--- src/rtl/uart_rx_deserializer_pkg.sv ---
// Shared constants and the receiver state type for the UART receive path.
package UartPkg;

    localparam int unsigned DATA_BITS = 8;
    localparam int unsigned STOP_BITS = 1;
    localparam int unsigned TX_BITS   = DATA_BITS + STOP_BITS + 2;

    // Bit positions within Rx_Error
    localparam int unsigned ERR_BREAK  = 0;
    localparam int unsigned ERR_PARITY = 1;
    localparam int unsigned ERR_FRAME  = 2;

    typedef enum logic [2:0] {
        StIdle,
        StStart,
        StData,
        StParity,
        StStop,
        StBreakWait
    } rx_state_t;

endpackage

--- src/rtl/uart_rx_deserializer_sampler.sv ---
// Bit-period timing for the receiver: sample counter plus optional 2-of-3 vote.
// Optional build macro: RX_MAJORITY_VOTE_EN.
module uart_rx_sampler #(
    parameter int unsigned CLKS_PER_BIT = 16
) (
    input  logic SysClk,
    input  logic Rst_n,
    input  logic rx,
    input  logic enable,
    input  logic clear,
    input  logic half,
    output logic bit_strobe,
    output logic bit_value
);

    localparam int unsigned CntW = (CLKS_PER_BIT > 2) ? $clog2(CLKS_PER_BIT) : 1;
    localparam logic [CntW-1:0] FullEnd = CntW'(CLKS_PER_BIT - 1);
    localparam logic [CntW-1:0] HalfEnd = CntW'(CLKS_PER_BIT / 2 - 1);

`ifdef RX_MAJORITY_VOTE_EN
    // Decision lands one cycle after mid-bit, so the count is already one step in.
    localparam logic [CntW-1:0] Reload = CntW'(1);
`else
    localparam logic [CntW-1:0] Reload = '0;
`endif

    logic [CntW-1:0] cnt_q, cnt_d;
    logic            tick;

    assign tick = enable && (cnt_q == (half ? HalfEnd : FullEnd));

    always_comb begin
        cnt_d = cnt_q + CntW'(1);
        if (!enable) begin
            cnt_d = '0;
        end else if (clear) begin
            cnt_d = bit_strobe ? Reload : '0;
        end else if (tick) begin
            cnt_d = '0;
        end
    end

    always_ff @(posedge SysClk or negedge Rst_n) begin
        if (!Rst_n) begin
            cnt_q <= '0;
        end else begin
            cnt_q <= cnt_d;
        end
    end

`ifdef RX_MAJORITY_VOTE_EN
    logic [1:0] hist_q;
    logic       pend_q;

    always_ff @(posedge SysClk or negedge Rst_n) begin
        if (!Rst_n) begin
            hist_q <= 2'b11;
            pend_q <= 1'b0;
        end else begin
            hist_q <= {hist_q[0], rx};
            pend_q <= tick;
        end
    end

    assign bit_strobe = pend_q;
    assign bit_value  = (hist_q[1] & hist_q[0]) | (hist_q[1] & rx) | (hist_q[0] & rx);
`else
    assign bit_strobe = tick;
    assign bit_value  = rx;
`endif

endmodule

--- src/rtl/uart_rx_deserializer.sv ---
// UART receive deserializer: start detect, data/parity/stop capture, error flags, valid/ready out.
// Optional build macro: RX_MAJORITY_VOTE_EN (2-of-3 vote per bit, handled in the sampler).
module uart_rx_deserializer #(
    parameter int unsigned DATA_BITS    = UartPkg::DATA_BITS,
    parameter int unsigned STOP_BITS    = UartPkg::STOP_BITS,
    parameter int unsigned CLKS_PER_BIT = 16
) (
    input  logic                 SysClk,
    input  logic                 Rst_n,
    input  logic                 Rx,
    output logic [DATA_BITS-1:0] Rx_Data,
    output logic                 Rx_Valid,
    input  logic                 Rx_Ready,
    output logic [2:0]           Rx_Error,
    output logic                 Overrun,
    output logic                 Rx_Busy
);

    import UartPkg::*;

    localparam int unsigned BitMax = (DATA_BITS > STOP_BITS) ? DATA_BITS : STOP_BITS;
    localparam int unsigned BitW   = $clog2(BitMax + 1);

    rx_state_t            state_q, state_d;
    logic                 rx_q;
    logic [BitW-1:0]      bit_cnt_q, bit_cnt_d;
    logic [DATA_BITS-1:0] shift_q, shift_d;
    logic                 par_q, par_d;
    logic                 any0_q, any0_d;
    logic                 all0_q, all0_d;
    logic [DATA_BITS-1:0] data_q, data_d;
    logic                 valid_q, valid_d;
    logic [2:0]           err_q, err_d;
    logic                 ovr_q, ovr_d;

    logic bit_strobe, bit_value;
    logic samp_enable, samp_clear, samp_half;
    logic frame_err, stop_all0, brk, parity_err;

    uart_rx_sampler #(
        .CLKS_PER_BIT(CLKS_PER_BIT)
    ) u_sampler (
        .SysClk    (SysClk),
        .Rst_n     (Rst_n),
        .rx        (Rx),
        .enable    (samp_enable),
        .clear     (samp_clear),
        .half      (samp_half),
        .bit_strobe(bit_strobe),
        .bit_value (bit_value)
    );

    assign samp_enable = (state_q != StIdle) && (state_q != StBreakWait);
    assign samp_half   = (state_q == StStart);
    assign samp_clear  = (state_d != state_q);

    // Frame status including the stop sample being taken right now
    assign frame_err  = any0_q | ~bit_value;
    assign stop_all0  = all0_q & ~bit_value;
    assign brk        = (shift_q == '0) && !par_q && stop_all0;
    assign parity_err = par_q ^ (^shift_q);

    always_comb begin
        state_d   = state_q;
        bit_cnt_d = bit_cnt_q;
        shift_d   = shift_q;
        par_d     = par_q;
        any0_d    = any0_q;
        all0_d    = all0_q;
        data_d    = data_q;
        err_d     = err_q;
        ovr_d     = 1'b0;
        valid_d   = valid_q && !Rx_Ready;

        unique case (state_q)
            StIdle: begin
                if (rx_q && !Rx) begin
                    state_d = StStart;
                end
            end
            StStart: begin
                if (bit_strobe) begin
                    state_d = bit_value ? StIdle : StData;
                end
            end
            StData: begin
                if (bit_strobe) begin
                    shift_d   = {shift_q[DATA_BITS-2:0], bit_value};
                    bit_cnt_d = bit_cnt_q + BitW'(1);
                    if (bit_cnt_q == BitW'(DATA_BITS - 1)) begin
                        state_d = StParity;
                    end
                end
            end
            StParity: begin
                if (bit_strobe) begin
                    par_d   = bit_value;
                    any0_d  = 1'b0;
                    all0_d  = 1'b1;
                    state_d = StStop;
                end
            end
            StStop: begin
                if (bit_strobe) begin
                    any0_d    = frame_err;
                    all0_d    = stop_all0;
                    bit_cnt_d = bit_cnt_q + BitW'(1);
                    if (bit_cnt_q == BitW'(STOP_BITS - 1)) begin
                        err_d             = '0;
                        err_d[ERR_BREAK]  = brk;
                        err_d[ERR_PARITY] = !brk && parity_err;
                        err_d[ERR_FRAME]  = !brk && frame_err;
                        state_d           = brk ? StBreakWait : StIdle;
                        if (!brk && !frame_err && !parity_err) begin
                            // A word being accepted this cycle frees the slot
                            if (!valid_q || Rx_Ready) begin
                                valid_d = 1'b1;
                                data_d  = shift_q;
                            end else begin
                                ovr_d = 1'b1;
                            end
                        end
                    end
                end
            end
            StBreakWait: begin
                if (Rx) begin
                    state_d = StIdle;
                end
            end
            default: state_d = StIdle;
        endcase

        if (state_d != state_q) begin
            bit_cnt_d = '0;
        end
    end

    always_ff @(posedge SysClk or negedge Rst_n) begin
        if (!Rst_n) begin
            state_q   <= StIdle;
            rx_q      <= 1'b0;
            bit_cnt_q <= '0;
            shift_q   <= '0;
            par_q     <= 1'b0;
            any0_q    <= 1'b0;
            all0_q    <= 1'b1;
            data_q    <= '0;
            valid_q   <= 1'b0;
            err_q     <= '0;
            ovr_q     <= 1'b0;
        end else begin
            state_q   <= state_d;
            rx_q      <= Rx;
            bit_cnt_q <= bit_cnt_d;
            shift_q   <= shift_d;
            par_q     <= par_d;
            any0_q    <= any0_d;
            all0_q    <= all0_d;
            data_q    <= data_d;
            valid_q   <= valid_d;
            err_q     <= err_d;
            ovr_q     <= ovr_d;
        end
    end

    assign Rx_Data  = data_q;
    assign Rx_Valid = valid_q;
    assign Rx_Error = err_q;
    assign Overrun  = ovr_q;
    assign Rx_Busy  = (state_q != StIdle);

endmodule
--- config.mk ---
export PLATFORM = sky130hd
export DESIGN_NAME = uart_rx_deserializer
export DESIGN_NICKNAME = d
export VERILOG_FILES = /design/src/rtl/uart_rx_deserializer_pkg.sv /design/src/rtl/uart_rx_deserializer_sampler.sv /design/src/rtl/uart_rx_deserializer.sv
export SDC_FILE = /design/constraint.sdc
export NUM_CORES = 1
export LEC_CHECK = 0
export ABC_AREA = 1
export CAP_MARGIN = 20
export CORE_UTILIZATION = 35
export CTS_CLUSTER_DIAMETER = 30
export DETAILED_ROUTE_END_ITERATION = 6
export DONT_BUFFER_PORTS = 1
export GPL_ROUTABILITY_DRIVEN = 0
export GPL_TIMING_DRIVEN = 0
export PLACE_DENSITY = 0.6
export SYNTH_ARGS = -nofsm -noshare
export SYNTH_HDL_FRONTEND = slang
export SYNTH_SLANG_ARGS = --single-unit
--- constraint.sdc ---
create_clock -name SysClk -period 2.3 [get_ports SysClk]
set_input_delay 0.345 -clock SysClk [delete_from_list [all_inputs] [get_ports SysClk]]
set_output_delay 0.345 -clock SysClk [all_outputs]
set_load 0.02 [all_outputs]
# After elaboration in Yosys (flattened, before gate mapping)
# Index checks and enable logic that the tools add are counted.
word_totals:
  regBits: 36
  output_inout_bits: 14
  wordCells: 96
op_classes:
  n_addsub: 2
  n_eq_ne: 11
  muxes: 34
  n_bitwise: 4
  n_reduce_logical: 33
ops:
  columns: ["cell", "count"]
  rows:
  - ["$mux W4", 7]
  - ["$mux W3", 9]
  - ["$pmux W3 S6", 1]
  - ["$mux W1", 14]
  - ["$logic_and A1 B1 Y1", 10]
  - ["$add A4 B1 Y4 const B", 2]
  - ["$logic_not A8 Y1", 1]
  - ["$reduce_xor A8 Y1", 1]
  - ["$logic_not A1 Y1", 7]
  - ["$eq A3 B2 Y1 const B", 2]
  - ["$eq A3 B3 Y1 const B", 2]
  - ["$reduce_and A2 Y1", 3]
  - ["$reduce_and A3 Y1", 2]
  - ["$reduce_bool A2 Y1", 3]
  - ["$reduce_and A5 Y1", 1]
  - ["$eq A4 B3 Y1 const B", 1]
  - ["$eq A4 B4 Y1", 1]
  - ["$logic_not A4 Y1", 1]
  - ["$ne A2 B2 Y1 const B", 2]
  - ["$pmux W1 S2", 2]
  - ["$eq A3 B1 Y1 const B", 1]
  - ["$logic_not A3 Y1", 1]
  - ["$ne A3 B3 Y1", 1]
  - ["$ne A3 B3 Y1 const B", 1]
  - ["8 further kinds", 8]

# Longest topological paths before layout
depth:
  depth_word: 10
  ltp_mapped: 13

# Cells and area by module
# A second synthesis with hierarchy kept.
unflattened:
  cells_unflattened: 219
  hier_area_um2: 1866.8
modules_own_cells:
  columns: ["mod", "n_inst", "cells_per_inst", "area_per_inst_um2", "seq_area_each_um2"]
  rows:
  - ["uart_rx_deserializer", 1, 191, 1650.3, 802.0]
  - ["uart_rx_sampler", 1, 28, 216.5, 100.1]

# Worst setup path before layout
# Ideal clock, no wire load.
synth_path:
  path_kind: "reg-to-reg"
  startpoint: "reg shift_q[0]"
  endpoint: "reg data_q[6] (netlist: Rx_Data[6])"
  setup_time_ns: 0.118
  arrival_ns: 1.775
  t_required_ns: 2.182
  slack_ns: 0.407
  stages_incl_launch_ff: 10
  path_buffers: 1
  path_cell_list: "dfrtp_1 -> inv_1 -> ha_1 -> xnor2_1 -> xnor2_1 -> xor2_1 -> nand4_4 -> buf_6 -> nand2_2 -> o21ai_2"
synth_via:
  elab_chain_len: 7
  elab_cells_between_ends: 10
  cone_classes: "1 x bitwise; 9 x reduce/logical"
synth_rtl:
  columns: ["element", "line_no", "text"]
  rows:
  - ["from (decl)", "uart_rx_deserializer.sv:27", "logic [DATA_BITS-1:0] shift_q, shift_d;"]
  - ["from (signal assigned)", "uart_rx_deserializer.sv:156", "shift_q <= shift_d;"]
  - ["$logic_not A8 Y1", "uart_rx_deserializer.sv:60", "assign brk = (shift_q == '0) && !par_q && stop_all0;"]
  - ["$logic_and A1 B1 Y1 (2 in series)", "uart_rx_deserializer.sv:60", null]
  - ["$logic_not A1 Y1", "uart_rx_deserializer.sv:114", "if (!brk && !frame_err && !parity_err) begin"]
  - ["$logic_and A1 B1 Y1", "uart_rx_deserializer.sv:114", null]
  - ["$logic_and A1 B1 Y1 *", "uart_rx_deserializer.sv:114", null]
  - ["$reduce_and A5 Y1 (no line) *", null, null]
  - ["to (signal assigned)", "uart_rx_deserializer.sv:160", "data_q <= data_d;"]
  - ["to (decl)", "uart_rx_deserializer.sv:31", "logic [DATA_BITS-1:0] data_q, data_d;"]
# Every way passes the cells marked *; elsewhere a longest branch is shown, timed or not.
# A chain may end at the register's enable or synchronous reset.

# Final worst setup path
# Ends and elaborated chain as after synthesis.

==> results_dict.tcl <==
set metrics [dict create \
    relSlewSlack 0.744 \
    syn_area_per_cell_um2 8.91 \
    cts_buffers 5 \
    synth-adder-area-share 0.0468 \
    yosysWarnings 0 \
    preCtsSetupSlack_ns 0.147 \
    synth_compound_gate_area_share 0.0910 \
    ys_seq_area_frac 0.482 \
    dr.pass1.iters 4 \
    vdd_ir_drop_max_mv 0.234 \
    post_cts_buffers 0 \
    arrival_ns 2.32 \
    vias 1301 \
    final_core_util 0.405 \
    regArea_um2 902 \
    holdWs_ns 0.0794 \
    final_layout_size_suffix_gt1_frac 0.186 \
    syn_area_um2 1870 \
    grt_pass1_vias 1284 \
    syn-num-nets 221 \
    end_kind "register" \
    grt_use_total 0.146 \
    hold_viol_final 0 \
    io_buffers 0 \
    ant_nets 0 \
    clk_latency_ns 0.29 \
    outcome "completed" \
    yosys.area_share.simple 0.266 \
    synth_top_family_by_area "simple AND/OR/NAND/NOR gates" \
    holdBufCountCts 2 \
    num_io_pins 18 \
    cts_tree "built" \
    synth_mux_area_frac 0 \
    grt_remaining_overflow 0 \
    period_share 0.928 \
    setup_slack_ns 0.165 \
    finish.instance_area_um2 2080 \
    synth-seq-cells 36 \
    maxCapViolCount 0 \
    rsz0062_at_grt "false" \
    clockRootBuffer "clkbuf_8" \
    antennaDiodeCount 0 \
    hp-class "in2reg" \
    clk_pin_slew_ns 0.07 \
    multi_input_area_um2 833 \
    fin_skew_ns 0.00438 \
    area_delta_synth_final_pct 11.3 \
    layout_common_cells "nand2_1 (45), dfrtp_1 (35), inv_1 (26)" \
    syn-instance-count 210 \
    worstMarginPinSlew_ns 0.384 \
    final_common_cell "nand2_1" \
    avgViaCountPerCell 4.49 \
    cts_max_path_buffers 2 \
    wl_per_cell_um 11.9 \
    die_y_um 75.1 \
    die_area_um2 5640 \
    die_x_um 75.1 \
    worstSetupPathType "reg2reg" \
    placed_cell_area_um2 1960 \
    startpoint_type "register" \
    n_fill_cell 550 \
    drtIter0Drc 59 \
    cts_resized 0 \
    setup_viol 0 \
    grt_antenna_before_repair 0 \
    cts.sinks 36 \
    fmax_mhz 468 \
    crit_fanout 10 \
    final.setup.tns_ns 0 \
    rows 26 \
    start_util 0.364 \
    cellPowerDensity_nw_per_um2 766 \
    dp_hpwl_um 2490 \
    synth_cell_type_count 30 \
    synth_xor_area_frac 0.0421 \
    grt_start_max_net_pins 37 \
    wl_um 3450 \
    maxSlewViolCount 0 \
    layout.nets 230 \
    p_leak_nw 0.992 \
    grt_pass1_wl_um 5980 \
    cp.required_ns 2.48 \
    core_um2 5140 \
    drc 0 \
    period_needed_ns 2.14 \
    cts_max_level 2 \
]
-- sequential cells by signal, summed over array words and instances, names as in the netlist --
name	count
any0_q	1
Rx_Error	3
shift_q	8
bit_cnt_q	4
par_q	1
rx_q	1
Overrun	1
Rx_Data	8
Rx_Valid	1
all0_q	1
state_q	3
u_sampler.cnt_q	4
-- Yosys cell counts, drive strengths merged --
| master | count | share of area |
|---|---|---|
| clkbuf | 1 | 0.0020 |
| nand4 | 6 | 0.031 |
| o21bai | 1 | 0.0040 |
| o21ai | 23 | 0.078 |
| nor3b | 2 | 0.011 |
| xnor2 | 4 | 0.019 |
| o31ai | 1 | 0.0040 |
| xor2 | 5 | 0.023 |
| ha | 7 | 0.047 |
| nand3b | 1 | 0.0040 |
| a21oi | 2 | 0.0054 |
| nor2 | 27 | 0.069 |
| dfrtp | 35 | 0.47 |
| nand2 | 53 | 0.12 |
| buf | 2 | 0.010 |
| inv | 30 | 0.060 |
| nand3 | 9 | 0.033 |
| dfstp | 1 | 0.014 |
-- power by group --
part	leakage (nW)	internal (W)	switching, W
clock network	0.0445	0.000243	0.000231
registers	0.458	0.000682	0.0000342
logic	0.489	0.000132	0.000272
-- through the flow --
stage	cells	power [W]
floorplan	210	0.00105
global placement	280	0.00111
detailed placement	280	0.00112
CTS	290	0.00161
global route	290	0.00170
finish	290	0.00159
-- layout make-up --
cell class              count  share of cell area
well taps                  70              0.0421
clock buffers               7              0.0415
inverters                  30              0.0541
plain buffers               3              0.0108
flip-flops and latches     36               0.433
repair buffers              2              0.0144
clock inverters             1             0.00361
multi-input cells         141               0.400
-- path summary, 6_finish.rpt --
kind                                     from                 end  slack [ns]  cells past startpoint
max                                shift_q[0]          Rx_Data[6]        0.16                      9
min                                        Rx                rx_q        0.08                      0
max reg2reg                        shift_q[0]          Rx_Data[6]        0.16                      9
min reg2reg                u_sampler.cnt_q[0]  u_sampler.cnt_q[0]        0.46                      1
max in group asynchronous               Rst_n              all0_q        1.54                      2
min in group asynchronous               Rst_n          shift_q[2]        0.52                      2
-- worst max-delay path: stages (launching register included) --
cell     delay, ns
dfrtp_1       0.38
inv_1         0.12
ha_1          0.25
xnor2_1       0.20
xnor2_1       0.17
xor2_1        0.34
nand4_4       0.23
buf_6         0.22
nand2_2       0.06
o21ai_2       0.05
-- cells by family after synthesis --
group           after synthesis
buf+inv                      33
flops                        36
compound gates               27
fa+ha+maj                     7
simple gates                 98
xor+xnor                      9
-- layer usage --
metal  GRT usage  wire [um]
met5           0          0
met2       0.226       1480
met3      0.0495        148
met4      0.0692         68
met1       0.182       1760
(Power assumes the default switching activity.)
